`config.mk`:
```
export PLATFORM = sky130hd
export DESIGN_NAME = param_lifo
export DESIGN_NICKNAME = d
export VERILOG_FILES = /design/src/rtl/param_lifo.sv
export SDC_FILE = /design/constraint.sdc
export NUM_CORES = 1
export LEC_CHECK = 0
export ABC_AREA = 1
export CAP_MARGIN = 10
export CORE_MARGIN = 1
export CORE_UTILIZATION = 40
export DETAILED_ROUTE_END_ITERATION = 6
export MAX_ROUTING_LAYER = met4
export PLACE_DENSITY_LB_ADDON = 0.05
export REMOVE_ABC_BUFFERS = 1
export SLEW_MARGIN = 5
export SYNTH_ARGS = -nofsm -noshare
export SYNTH_HDL_FRONTEND = slang
export SYNTH_SLANG_ARGS = --single-unit
```
`constraint.sdc`:
```
create_clock -name CLK -period 4.6 [get_ports CLK]
set_clock_uncertainty 0.2 [all_clocks]
set_input_delay 1.15 -clock CLK [delete_from_list [all_inputs] [get_ports CLK]]
set_output_delay 1.15 -clock CLK [all_outputs]
set_load 0.1 [all_outputs]
```
`src/rtl/param_lifo.sv`:
```
// rtl/param_lifo.sv - parametrised register-array stack with registered pop output and sticky error flags
module param_lifo #(
    parameter int WIDTH    = 8,
    parameter int DEPTH    = 32,
    parameter int AF_LEVEL = DEPTH - 2,
    localparam int CW      = $clog2(DEPTH + 1)
) (
    input  logic             CLK,
    input  logic             RESET,
    input  logic             PUSH,
    input  logic             POP,
    input  logic             CLR_ERR,
    input  logic [WIDTH-1:0] DIN,
    output logic [WIDTH-1:0] DOUT,
    output logic             DOUT_VALID,
    output logic [WIDTH-1:0] TOP_DATA,
    output logic [CW-1:0]    COUNT,
    output logic             EMPTY,
    output logic             FULL,
    output logic             ALMOST_FULL,
    output logic             OVF,
    output logic             UDF
);

    localparam int AW = (DEPTH > 1) ? $clog2(DEPTH) : 1;

    logic [WIDTH-1:0] mem [DEPTH];
    logic [CW-1:0]    count_q;
    logic [WIDTH-1:0] dout_q;
    logic             dout_valid_q;
    logic             ovf_q;
    logic             udf_q;

    logic             empty;
    logic             full;
    logic [AW-1:0]    top_idx;
    logic [AW-1:0]    wr_idx;
    logic [WIDTH-1:0] top_word;
    logic             do_push;
    logic             do_pop;
    logic             do_replace;
    logic             do_pass;
    logic             ovf_evt;
    logic             udf_evt;

    assign empty = (count_q == '0);
    assign full  = (count_q == CW'(DEPTH));

    // Index is pinned to 0 when empty so a non-power-of-two depth never reads past the array.
    assign top_idx  = empty ? '0 : AW'(count_q - CW'(1));
    assign top_word = mem[top_idx];

    assign do_push    = PUSH & ~POP & ~full;
    assign do_pop     = POP & ~PUSH & ~empty;
    assign do_replace = PUSH & POP & ~empty;
    assign do_pass    = PUSH & POP & empty;
    assign ovf_evt    = PUSH & ~POP & full;
    assign udf_evt    = POP & ~PUSH & empty;

    assign wr_idx = do_replace ? top_idx : AW'(count_q);

    always_ff @(posedge CLK) begin
        if (do_push || do_replace) begin
            mem[wr_idx] <= DIN;
        end
    end

    always_ff @(posedge CLK or posedge RESET) begin
        if (RESET) begin
            count_q      <= '0;
            dout_q       <= '0;
            dout_valid_q <= 1'b0;
            ovf_q        <= 1'b0;
            udf_q        <= 1'b0;
        end else begin
            dout_valid_q <= 1'b0;
            if (do_pop || do_replace) begin
                dout_q       <= top_word;
                dout_valid_q <= 1'b1;
            end else if (do_pass) begin
                dout_q       <= DIN;
                dout_valid_q <= 1'b1;
            end

            if (do_push) begin
                count_q <= count_q + CW'(1);
            end else if (do_pop) begin
                count_q <= count_q - CW'(1);
            end

            // A fresh error in the same cycle as CLR_ERR keeps its flag set.
            ovf_q <= ovf_evt | (ovf_q & ~CLR_ERR);
            udf_q <= udf_evt | (udf_q & ~CLR_ERR);
        end
    end

    assign DOUT        = dout_q;
    assign DOUT_VALID  = dout_valid_q;
    assign TOP_DATA    = empty ? '0 : top_word;
    assign COUNT       = count_q;
    assign EMPTY       = empty;
    assign FULL        = full;
    assign ALMOST_FULL = (count_q >= CW'(AF_LEVEL));
    assign OVF         = ovf_q;
    assign UDF         = udf_q;

endmodule

```
=== After elaboration in Yosys (flattened, before gate mapping) ===
Memory sizes are Yosys's and may differ from the RTL's.
Cells that the tools add are included.

* Muxes and demuxes: 11
* Div/mod/pow operators: 0
* Equal/unequal tests: 1
* Multipliers: 0
* Shift-type cells: 0
* Bitwise logic cells: 18
* Magnitude comparators: 1
* Reductions and logical operators: 5
* $add $sub $neg: 2

{| class="wikitable"
|+ Operators by type and width
! cell !! number
|-
| 8-bit two-way mux || 3
|-
| 6-bit two-way mux || 2
|-
| 1-bit bitwise AND || 11
|-
| 5-bit two-way mux || 2
|-
| 6-bit by 1-bit adder with 6-bit output (second input constant) || 1
|-
| 6-bit == test (second input constant) || 1
|-
| 6-bit by 5-bit >= comparator with 1-bit output (second input constant) || 1
|-
| 6-bit zero test || 1
|-
| 6-bit by 1-bit subtractor with 6-bit output (second input constant) || 1
|-
| 1-bit inverter || 5
|-
| 1-bit two-way mux || 4
|-
| 2-bit nonzero test || 2
|-
| 1-bit logical OR || 2
|-
| 1-bit OR || 2
|}

* Input port bits: 13
* Memory bits (read-only): 0
* Word-level logic and storage cells: 44
* Memories kept: 1
* RAM bits: 256
* Latch bits: 0
* Output and inout bits: 28
* Register bits after elaboration: 17

{| class="wikitable"
|+ Memories
! name !! words !! width !! rd ports !! clocked after Yosys merged registers in !! wr ports !! line !! source
|-
| mem || 32 || 8 || 1 || 0 || 1 || 27 || <nowiki>logic [WIDTH-1:0] mem [DEPTH];</nowiki>
|}

=== Depth between registers and ports, before layout ===
Gate-level depths: netlist of run 1.

* Depth in word-level cells: 6
* Mapped depth: 20
* Mapped depth without buffers: 15

=== Least setup slack after synthesis of run 1 ===
OpenSTA, ideal clock, no wires.

* Kind: register to register
* Start point: reg count_q[0] (netlist: COUNT[0])
* End point: mem mem[0][0], enable pin
* Stages on the path, launching flop included: 13
* Arrival: 5.038 ns
* Buffers on the path: 3
* Clock period less this slack: 5.512 ns
* Path slack: -0.912 ns
* Cells stage by stage: dfrtp_1 -> buf_4 -> inv_4 -> buf_2 -> buf_2 -> ha_1 -> nand2_1 -> nor3_1 -> nor2_1 -> inv_1 -> nand2_1 -> nand3_2 -> nor2_1

* Word-level cells in the longest chain between the ends: 6

{| class="wikitable"
|+ RTL lines
! element !! line !! source
|-
| from (decl) || 28 || <nowiki>logic [CW-1:0] count_q;</nowiki>
|-
| from (signal assigned) || 86 || <nowiki>count_q <= count_q + CW'(1);</nowiki>
|-
| from (signal assigned) || 88 || <nowiki>count_q <= count_q - CW'(1);</nowiki>
|-
| 6-bit == test || 47 || <nowiki>assign full = (count_q == CW'(DEPTH));</nowiki>
|-
| net FULL || 19 || <nowiki>output logic FULL,</nowiki>
|-
| 1-bit inverter || 53 || <nowiki>assign do_push = PUSH & ~POP & ~full;</nowiki>
|-
| 1-bit bitwise AND || 53 ||
|-
| 1-bit logical OR || 63 || <nowiki>if (do_push || do_replace) begin</nowiki>
|-
| 1-bit two-way mux || 63 ||
|-
| 1-bit two-way mux (not written as such) || 64 || <nowiki>mem[wr_idx] <= DIN;</nowiki>
|-
| to (decl) || 27 ||
|}

The timed path passes the listed nets, and every way through them passes these cells.

=== Worst setup path after layout of run 1 ===
* Start point: reg count_q[1] (netlist: COUNT[1])
* End point: out TOP_DATA[6]

* Word-level cells in the longest chain between the ends: 4

{| class="wikitable"
|+ RTL lines
! element !! line !! source
|-
| 6-bit by 1-bit subtractor with 6-bit output or 6-bit zero test (tied branches) || -- ||
|-
| 5-bit two-way mux || 50 || <nowiki>assign top_idx = empty ? '0 : AW'(count_q - CW'(1));</nowiki>
|-
| memory read 32 x 8 bit || -- ||
|-
| 8-bit two-way mux * || 99 || <nowiki>assign TOP_DATA = empty ? '0 : top_word;</nowiki>
|-
| to (decl) || 16 || <nowiki>output logic [WIDTH-1:0] TOP_DATA,</nowiki>
|}

Mark *: on every way between the ends. The rest lies on a longest branch, timed or not.

==> results of run 1 <==
-- metal layers --
layer / vias up / track usage
met3: 60 / 0.03708
met2: 214 / 0.3641
li1: 4079 / -
met4: 0 / 0.08013
met5: - / -
met1: 4162 / 0.3015
-- logic make-up (layout without fill, tap and decap cells) --
group                      Yosys count  count (layout)  synth area share
and+or+nand+nor                    609             609            0.2390
AOI/OAI and AO/OA                   49              49           0.02887
adders and majority gates            3               3          0.003028
DFF                                273             273            0.6544
buffers and inverters              199             299           0.07055
xor gates and xnor gates             5               5          0.004138
-- through the flow --
stage	setup TNS (ps)	util	instances	area (um2)	hold WS, ps
floorplan	-629380	-	1073	12030	555.8
global placement	0	0.4429	1568	13510	266.1
detailed placement	0	0.4429	1568	13510	270.5
CTS	0	0.4764	1626	14530	289.6
global route	-66.88	0.4817	1634	14700	313.1
finish	0	0.4817	1634	14700	285.8
-- sequential cells by signal, indices dropped and copies added (netlist names) --
name        flops
DOUT_VALID      1
mem           256
OVF             1
UDF             1
DOUT            8
COUNT           6
-- cell type report --
type / instances / area [um2]
clock buffers: 34 / 787.0
clock inverters: 24 / 207.7
fillers: 2781 / 15810
inverters: 134 / 515.5
multi-input cells: 666 / 3467
flip-flops and latches: 273 / 8114
well taps: 396 / 495.5
repair buffers: 106 / 1104
repair inverters: 1 / 5.005
-- worst register-to-register path, cell delays in order, from the launching register on --
cell and delay [ps]:
dfrtp_1 430, inv_1 140, ha_2 250, nand3_4 130, buf_4 200, nand2_4 100
buf_4 250, inv_1 60, o21bai_1 280, nand3_2 310, nor2_1 690
-- final timing paths --
| kind | slack [ps] | depth (start not counted) | startpoint | endpoint |
|---|---|---|---|---|
| max in group asynchronous | 2700 | 2 | RESET | COUNT[0] |
| setup / recovery | 130 | 12 | COUNT[1] | TOP_DATA[6] |
| min in group asynchronous | 880 | 2 | RESET | COUNT[1] |
| hold reg to reg | 290 | 2 | DOUT[0] | DOUT[0] |
| setup reg to reg | 1200 | 10 | COUNT[1] | mem[30][4] |
| hold / removal | 290 | 2 | DOUT[0] | DOUT[0] |
-- what timing repair did --
action,in CTS,in global routing
setup buffers,0,6
cloned,0,2
pin swaps,0,2
setup endpoints to repair,8,8
gates resized for setup,8,24
-- placed cells by master (no fill, tap or decap), types with 15 or more instances in the layout --
cell type        instances
clkdlybuf4s50_1         28
o2111ai_1               24
edfxtp_1               256
clkinv_1                15
nor2_1                 109
or2_2                   41
nand3b_1                56
nand2_1                146
inv_1                  125
buf_4                   55
clkbuf_16               32
dfrtp_1                 16
nand3_1                233
==> flow_summary.yaml, run 1 <==
run:
  drv_cap: 0
sta:
  max_clock_freq_ghz: 0.2236
  worstMarginPinSlew_ps: 1034
  setup_ws_ps: 127.5
  fin_crit_sh: 0.9723
  hold_violations: 0
  finalSetupViolCount: 0
  drv_slew: 0
  slew_headroom: 0.3086
  period_minus_slack_ps: 4472
floorplanning:
  die_w_um: 178.0
  num_rows: 64
  io_pins: 41
  dieHeight_um: 178.0
  core_area_um2: 30510
  start_util: 0.4063
  die_area_um2: 31700
logic_synthesis:
  avgSynthCellArea_um2: 10.89
  ys_types: 35
  async_flop_share: 0.06227
  post-synth-top-count-cell: "edfxtp_1"
  netlist_top_cells_area: "edfxtp_1 62%, nand3_1 9.4%, nand2_1 4.5%"
  yosysTopAreaCell: "edfxtp_1"
  syn_area_um2: 12400
  yosys-top-cells-count: "256 x edfxtp_1, 233 x nand3_1, 147 x nand2_1"
  ys_warn_count: 0
  synth_flop_cell: "edfxtp_1"
  ys_seq_area_frac: 0.6544
  synth-edff-count: 256
  synth_top_area_share: 0.6201
  synth_cells: 1138
  synth_seq_cells: 273
drt:
  wl_mm: 34.90
  vias: 8515
  viasPerCell: 5.211
  drt-met1-wl_mm: 15.28
  drt-pass1-iter-count: 5
  wl_per_cell_um: 21.36
  maxUsedRoutingLayer: "met4"
  drcViolationCount: 0
  wl_met3_mm: 1.822
  drtIter0Drc: 545
  wl_met2_mm: 16.72
  ant_nets: 0
clock_network:
  clk_pin_slew_ps: 60
  insertion_delay_ps: 570
  clock-sinks: 273
  numCtsBuffers: 31
  htree_num_levels: 1
  root_buffer: "clkbuf_16"
  cts-hold-fix-buffers: 0
  clockBufferDepth: 3
  tritoncts: "yes"
grt:
  grt_antenna_before_repair: 0
  grt_overflow: 0
  grt_pass1_vias: 8238
  grt_util_all_layers: 0.2306
  grt_max_degree: 84
  grt_pass1_wl_mm: 51.94
worst_setup_path:
  crit_family: "buffers and inverters"
  crit_path_top_delay_cell: "dfrtp_1"
  worstSetupStartpointType: "register"
  cp.required_ps: 3250
  crit_fanout: 42
  critPathArrivalTime_ps: 3120
  slowest_delay_ps: 430
  path_cells: "inv_1 -> ha_2 -> nand3_4 -> buf_4 -> buf_16 -> nand2_2 -> buf_4 -> nand3_1 -> nand3_1 -> nand2_1 -> nor2_1 -> buf_12"
  endpoint_kind: "primary output"
  crit_type: "reg2out"
  worst-path-buf-inv: 5
final_layout:
  nNetsFinal: 1229
  area_growth_pct: 18.54
  diodes: 0
  layout-drive-gt1-share: 0.1567
run_status:
  status: "finished, final reports clean"
place:
  place_congestion: 0.8410
  pre_cts_slack_ps: 520.6
  hpwl_mm: 21.85
  io_buffers: 40
min_path:
  hold_class: "reg2reg"
Power of run 1 is not shown: default switching activity piles up to over one toggle a cycle in this logic, so the estimate is an artifact.
==> run 2, diff against run 1 <==
--- a/config.mk
+++ b/config.mk
@@ -6,9 +6,11 @@
 export NUM_CORES = 1
 export LEC_CHECK = 0
 export ABC_AREA = 1
+export ABC_CLOCK_PERIOD_IN_PS = 4600
 export CAP_MARGIN = 10
 export CORE_MARGIN = 1
 export CORE_UTILIZATION = 40
+export CTS_BUF_LIST = sky130_fd_sc_hd__clkbuf_8
 export DETAILED_ROUTE_END_ITERATION = 6
 export MAX_ROUTING_LAYER = met4
 export PLACE_DENSITY_LB_ADDON = 0.05
==> flow_summary.yaml, run 2 (synthesis results as in run 1) <==
clock_network:
  clockBufferDepth: 3
  htree_num_levels: 2
  clk_pin_slew_ps: 60
  tritoncts: "yes"
  insertion_delay_ps: 570
  root_buffer: "clkbuf_8"
  numCtsBuffers: 48
  clock-sinks: 273
worst_setup_path:
  ff2ff_setup_slack_ps: 1090
  crit_path_top_delay_cell: "dfrtp_1"
  critPathArrivalTime_ps: 3110
  crit_family: "buffers and inverters"
  cp.required_ps: 3250
  worstSetupStartpointType: "register"
  slowest_delay_ps: 420
  path_cells: "inv_6 -> ha_2 -> nand3_4 -> buf_12 -> buf_16 -> nand2_2 -> clkinv_2 -> nand3_1 -> nand3_1 -> nand2_1 -> nor2_2 -> buf_12"
  worst-path-buf-inv: 5
  crit_fanout: 42
  endpoint_kind: "primary output"
  crit_type: "reg2out"
grt:
  grt_util_met2: 0.3680
  grt_overflow: 0
  busiest_layer: "met2"
  grt_util_all_layers: 0.2340
  grt_antenna_before_repair: 0
  grt_max_degree: 84
  grt_pass1_wl_mm: 52.39
  use_met3: 0.04092
  grtUsageMet1: 0.3017
  grt_pass1_vias: 8372
drt:
  drt-pass1-iter-count: 5
  drtIter0Drc: 738
  viasPerCell: 5.179
  wl_mm: 35.04
  drcViolationCount: 0
  wl_per_cell_um: 21.11
  ant_nets: 0
  vias: 8597
run_status:
  status: "finished, final reports clean"
final_layout:
  mostFrequentLayoutCells: "256 x edfxtp_1, 233 x nand3_1, 153 x inv_1"
  nNetsFinal: 1244
  final_common_cell: "edfxtp_1"
  largest-register: "mem"
  area_growth_pct: 17.50
  layout-drive-gt1-share: 0.1630
  diodes: 0
  largest_register_ffs: 256
sta:
  fin_crit_sh: 0.9706
  hold_violations: 0
  slew_headroom: 0.3226
  max_clock_freq_ghz: 0.2240
  drv_slew: 0
  period_minus_slack_ps: 4465
  finalSetupViolCount: 0
  setup_ws_ps: 135.4
  worstMarginPinSlew_ps: 1013
place:
  place_congestion: 0.8410
  io_buffers: 40
  pre_cts_slack_ps: 520.6
  hpwl_mm: 21.85
floorplanning:
  dieHeight_um: 178.0
  io_pins: 41
  die_w_um: 178.0
  die_area_um2: 31700
  start_util: 0.4063
  num_rows: 64
  core_area_um2: 30510
min_path:
  hold_class: "reg2reg"
run:
  drv_cap: 0
-- run 2: changes by cell type in the layout (fill, tap and decap cells not counted), moves of 2 or more --
| cell | delta |
|---|---|
| buf_4 | -3 |
| clkbuf_8 | +52 |
| clkinv_1 | -12 |
| clkinv_2 | -2 |
| clkbuf_1 | -3 |
| inv_1 | +28 |
| inv_6 | +2 |
| bufinv_16 | -4 |
| clkbuf_16 | -31 |
| buf_12 | +2 |
| inv_4 | -2 |
-- run 2: layout make-up --
cell class | count | area, um2
fill | 2840 | 15940
sequential | 273 | 8113
multi-input combinational | 666 | 3467
timing repair buffer | 105 | 1121
clock buffer | 52 | 715.7
inverter | 134 | 516.7
tap | 396 | 495.5
clock inverter | 34 | 137.6
-- run 2: worst paths after layout --
check / cells past startpoint / from / end
setup reg to reg: 13 / COUNT[0] / mem[7][5]
hold reg to reg: 2 / DOUT[0] / DOUT[0]
max in group asynchronous: 2 / RESET / DOUT[2]
hold / removal: 2 / DOUT[0] / DOUT[0]
setup / recovery: 12 / COUNT[0] / TOP_DATA[0]
min in group asynchronous: 2 / RESET / DOUT[5]
-- run 2: layer usage --
| metal | share of wire | wire length (um) | vias to the layer above |
|---|---|---|---|
| met1 | 0.43 | 15240 | 4169 |
| met3 | 0.055 | 1919 | 74 |
| met2 | 0.48 | 16810 | 249 |
| met5 | 0 | 0 | - |
| li1 | - | - | 4105 |
| met4 | 0.031 | 1073 | 0 |
-- run 2: through the flow --
step,utilization,hold WS (ps),cell area [um2],TNS (ps),std cells
detailed placement,0.4429,270.5,13510,0,1568
global route,0.4774,313.7,14570,-22.05,1660
floorplan,-,555.8,12030,-629380,1073
global placement,0.4429,266.1,13510,0,1568
finish,0.4774,285.1,14570,0,1660
CTS,0.4717,289.0,14390,0,1654
-- run 2: tightest hold or removal path: stages, from the launching register on --
cell	delay [ps]
dfrtp_1	340
nand2_1	50
nand2_1	60
-- run 2: what timing repair did --
action,in CTS,in global routing
pin swaps,0,1
endpoints found under the setup margin,8,8
gates resized for setup,8,22
buffers inserted,0,5
gates cloned,0,1
hold buffers,0,0
Power of run 2 is left out for the same reason.
==> run 3, diff against run 2 <==
--- a/config.mk
+++ b/config.mk
@@ -10,9 +10,8 @@
 export CAP_MARGIN = 10
 export CORE_MARGIN = 1
 export CORE_UTILIZATION = 40
-export CTS_BUF_LIST = sky130_fd_sc_hd__clkbuf_8
+export CTS_BUF_LIST = sky130_fd_sc_hd__clkbuf_4 sky130_fd_sc_hd__clkbuf_8
 export DETAILED_ROUTE_END_ITERATION = 6
-export MAX_ROUTING_LAYER = met4
 export PLACE_DENSITY_LB_ADDON = 0.05
 export REMOVE_ABC_BUFFERS = 1
 export SLEW_MARGIN = 5
==> flow_summary.yaml, run 3 (synthesis results as in run 1) <==
floorplanning:
  die_area_um2: 31700
  num_rows: 64
  io_pins: 41
  start_util: 0.4063
  dieHeight_um: 178.0
  core_area_um2: 30510
  die_w_um: 178.0
final_layout:
  largest-register: "mem"
  area_growth_pct: 18.70
  final_common_cell: "edfxtp_1"
  largest_register_ffs: 256
  layout-drive-gt1-share: 0.1886
  diodes: 0
  final_area_um2: 14720
  mostFrequentLayoutCells: "256 x edfxtp_1, 233 x nand3_1, 146 x nand2_1"
  nNetsFinal: 1247
grt:
  grt_antenna_before_repair: 0
  grt_max_degree: 84
  grt_pass1_vias: 8382
  grt_pass1_wl_mm: 52.34
  grt_overflow: 0
  grt_util_all_layers: 0.2269
clock_network:
  htree_num_levels: 2
  cts-hold-fix-buffers: 0
  numCtsBuffers: 48
  clockBufferDepth: 3
  root_buffer: "clkbuf_8"
  tritoncts: "yes"
  clk_pin_slew_ps: 60
  insertion_delay_ps: 570
  clock-sinks: 273
min_path:
  hold_depth: 2
  hold_class: "reg2reg"
sta:
  period_minus_slack_ps: 4429
  slew_headroom: 0.2979
  finalSetupViolCount: 0
  hold_violations: 0
  fin_crit_sh: 0.9628
  grt_setup_unrepaired: "false"
  max_clock_freq_ghz: 0.2258
  worstMarginPinSlew_ps: 1050
  drv_slew: 0
drt:
  ant_nets: 0
  vias: 8668
  wl_mm: 35.50
  viasPerCell: 5.212
  drcViolationCount: 0
  drt-pass1-iter-count: 5
  drtIter0Drc: 713
  wl_per_cell_um: 21.35
run:
  drv_cap: 0
worst_setup_path:
  endpoint_kind: "primary output"
  crit_type: "reg2out"
  critPathArrivalTime_ps: 3080
  cp.required_ps: 3250
  r2r_cells: 9
  worstSetupStartpointType: "register"
  ff2ff_setup_slack_ps: 1110
  crit_fanout: 42
place:
  io_buffers: 40
  hpwl_mm: 21.85
  post_dp_cell_area_um2: 13510
  place_congestion: 0.8271
run_status:
  status: "finished, final reports clean"
-- run 3: final timing paths --
path	end	from
worst min register to register	DOUT[3]	DOUT[3]
min in group asynchronous	DOUT[5]	RESET
worst min-delay path	DOUT[3]	DOUT[3]
worst max register to register	mem[30][3]	COUNT[0]
max in group asynchronous	COUNT[0]	RESET
worst max-delay path	TOP_DATA[0]	COUNT[0]
-- run 3: per-layer routing --
metal	GRT usage	wire, um
met1	0.2981	15160
met2	0.3693	17260
met3	0.04305	2043
met4	0.09081	1041
met5	0	0
-- run 3: final cells by class --
class,instances,area [um2]
clock inverters,6,32.53
repair inverters,1,5.005
multi-input cells,666,3461
well taps,396,495.5
fillers,2817,15790
repair buffers,107,1164
clock buffers,80,925.9
flip-flops and latches,273,8114
inverters,134,518.0
-- run 3: critical path, stage by stage, from the launching register on --
cell and delay (ps):
dfrtp_2 420, clkinv_4 130, ha_2 240, nand3_4 110, buf_4 160, buf_8 290
o2111ai_1 170, nand3_1 150, nand3_1 180, nand3_1 150, nand2_1 150, nor2_2 170
buf_12 190
-- run 3: timing repair --
| action | CTS | global route |
|---|---|---|
| gates resized for setup | 8 | 26 |
| pin swaps | 0 | 1 |
| cloned | 0 | 4 |
| setup buffers | 0 | 5 |
| setup endpoints to repair | 8 | 8 |
-- run 3: metrics by stage --
stage                     setup slack (ps)  setup TNS [ps]  cells  hold slack (ps)    util
after floorplan                      -4699         -629380   1073            555.8       -
after global placement               528.2               0   1568            266.1  0.4429
after detailed placement             520.6               0   1568            270.5  0.4429
after CTS                            4.193               0   1654            289.0  0.4752
after global routing                 17.40               0   1663            313.6  0.4823
final                                171.3               0   1663            285.2  0.4823
Power of run 3 is left out for the same reason.
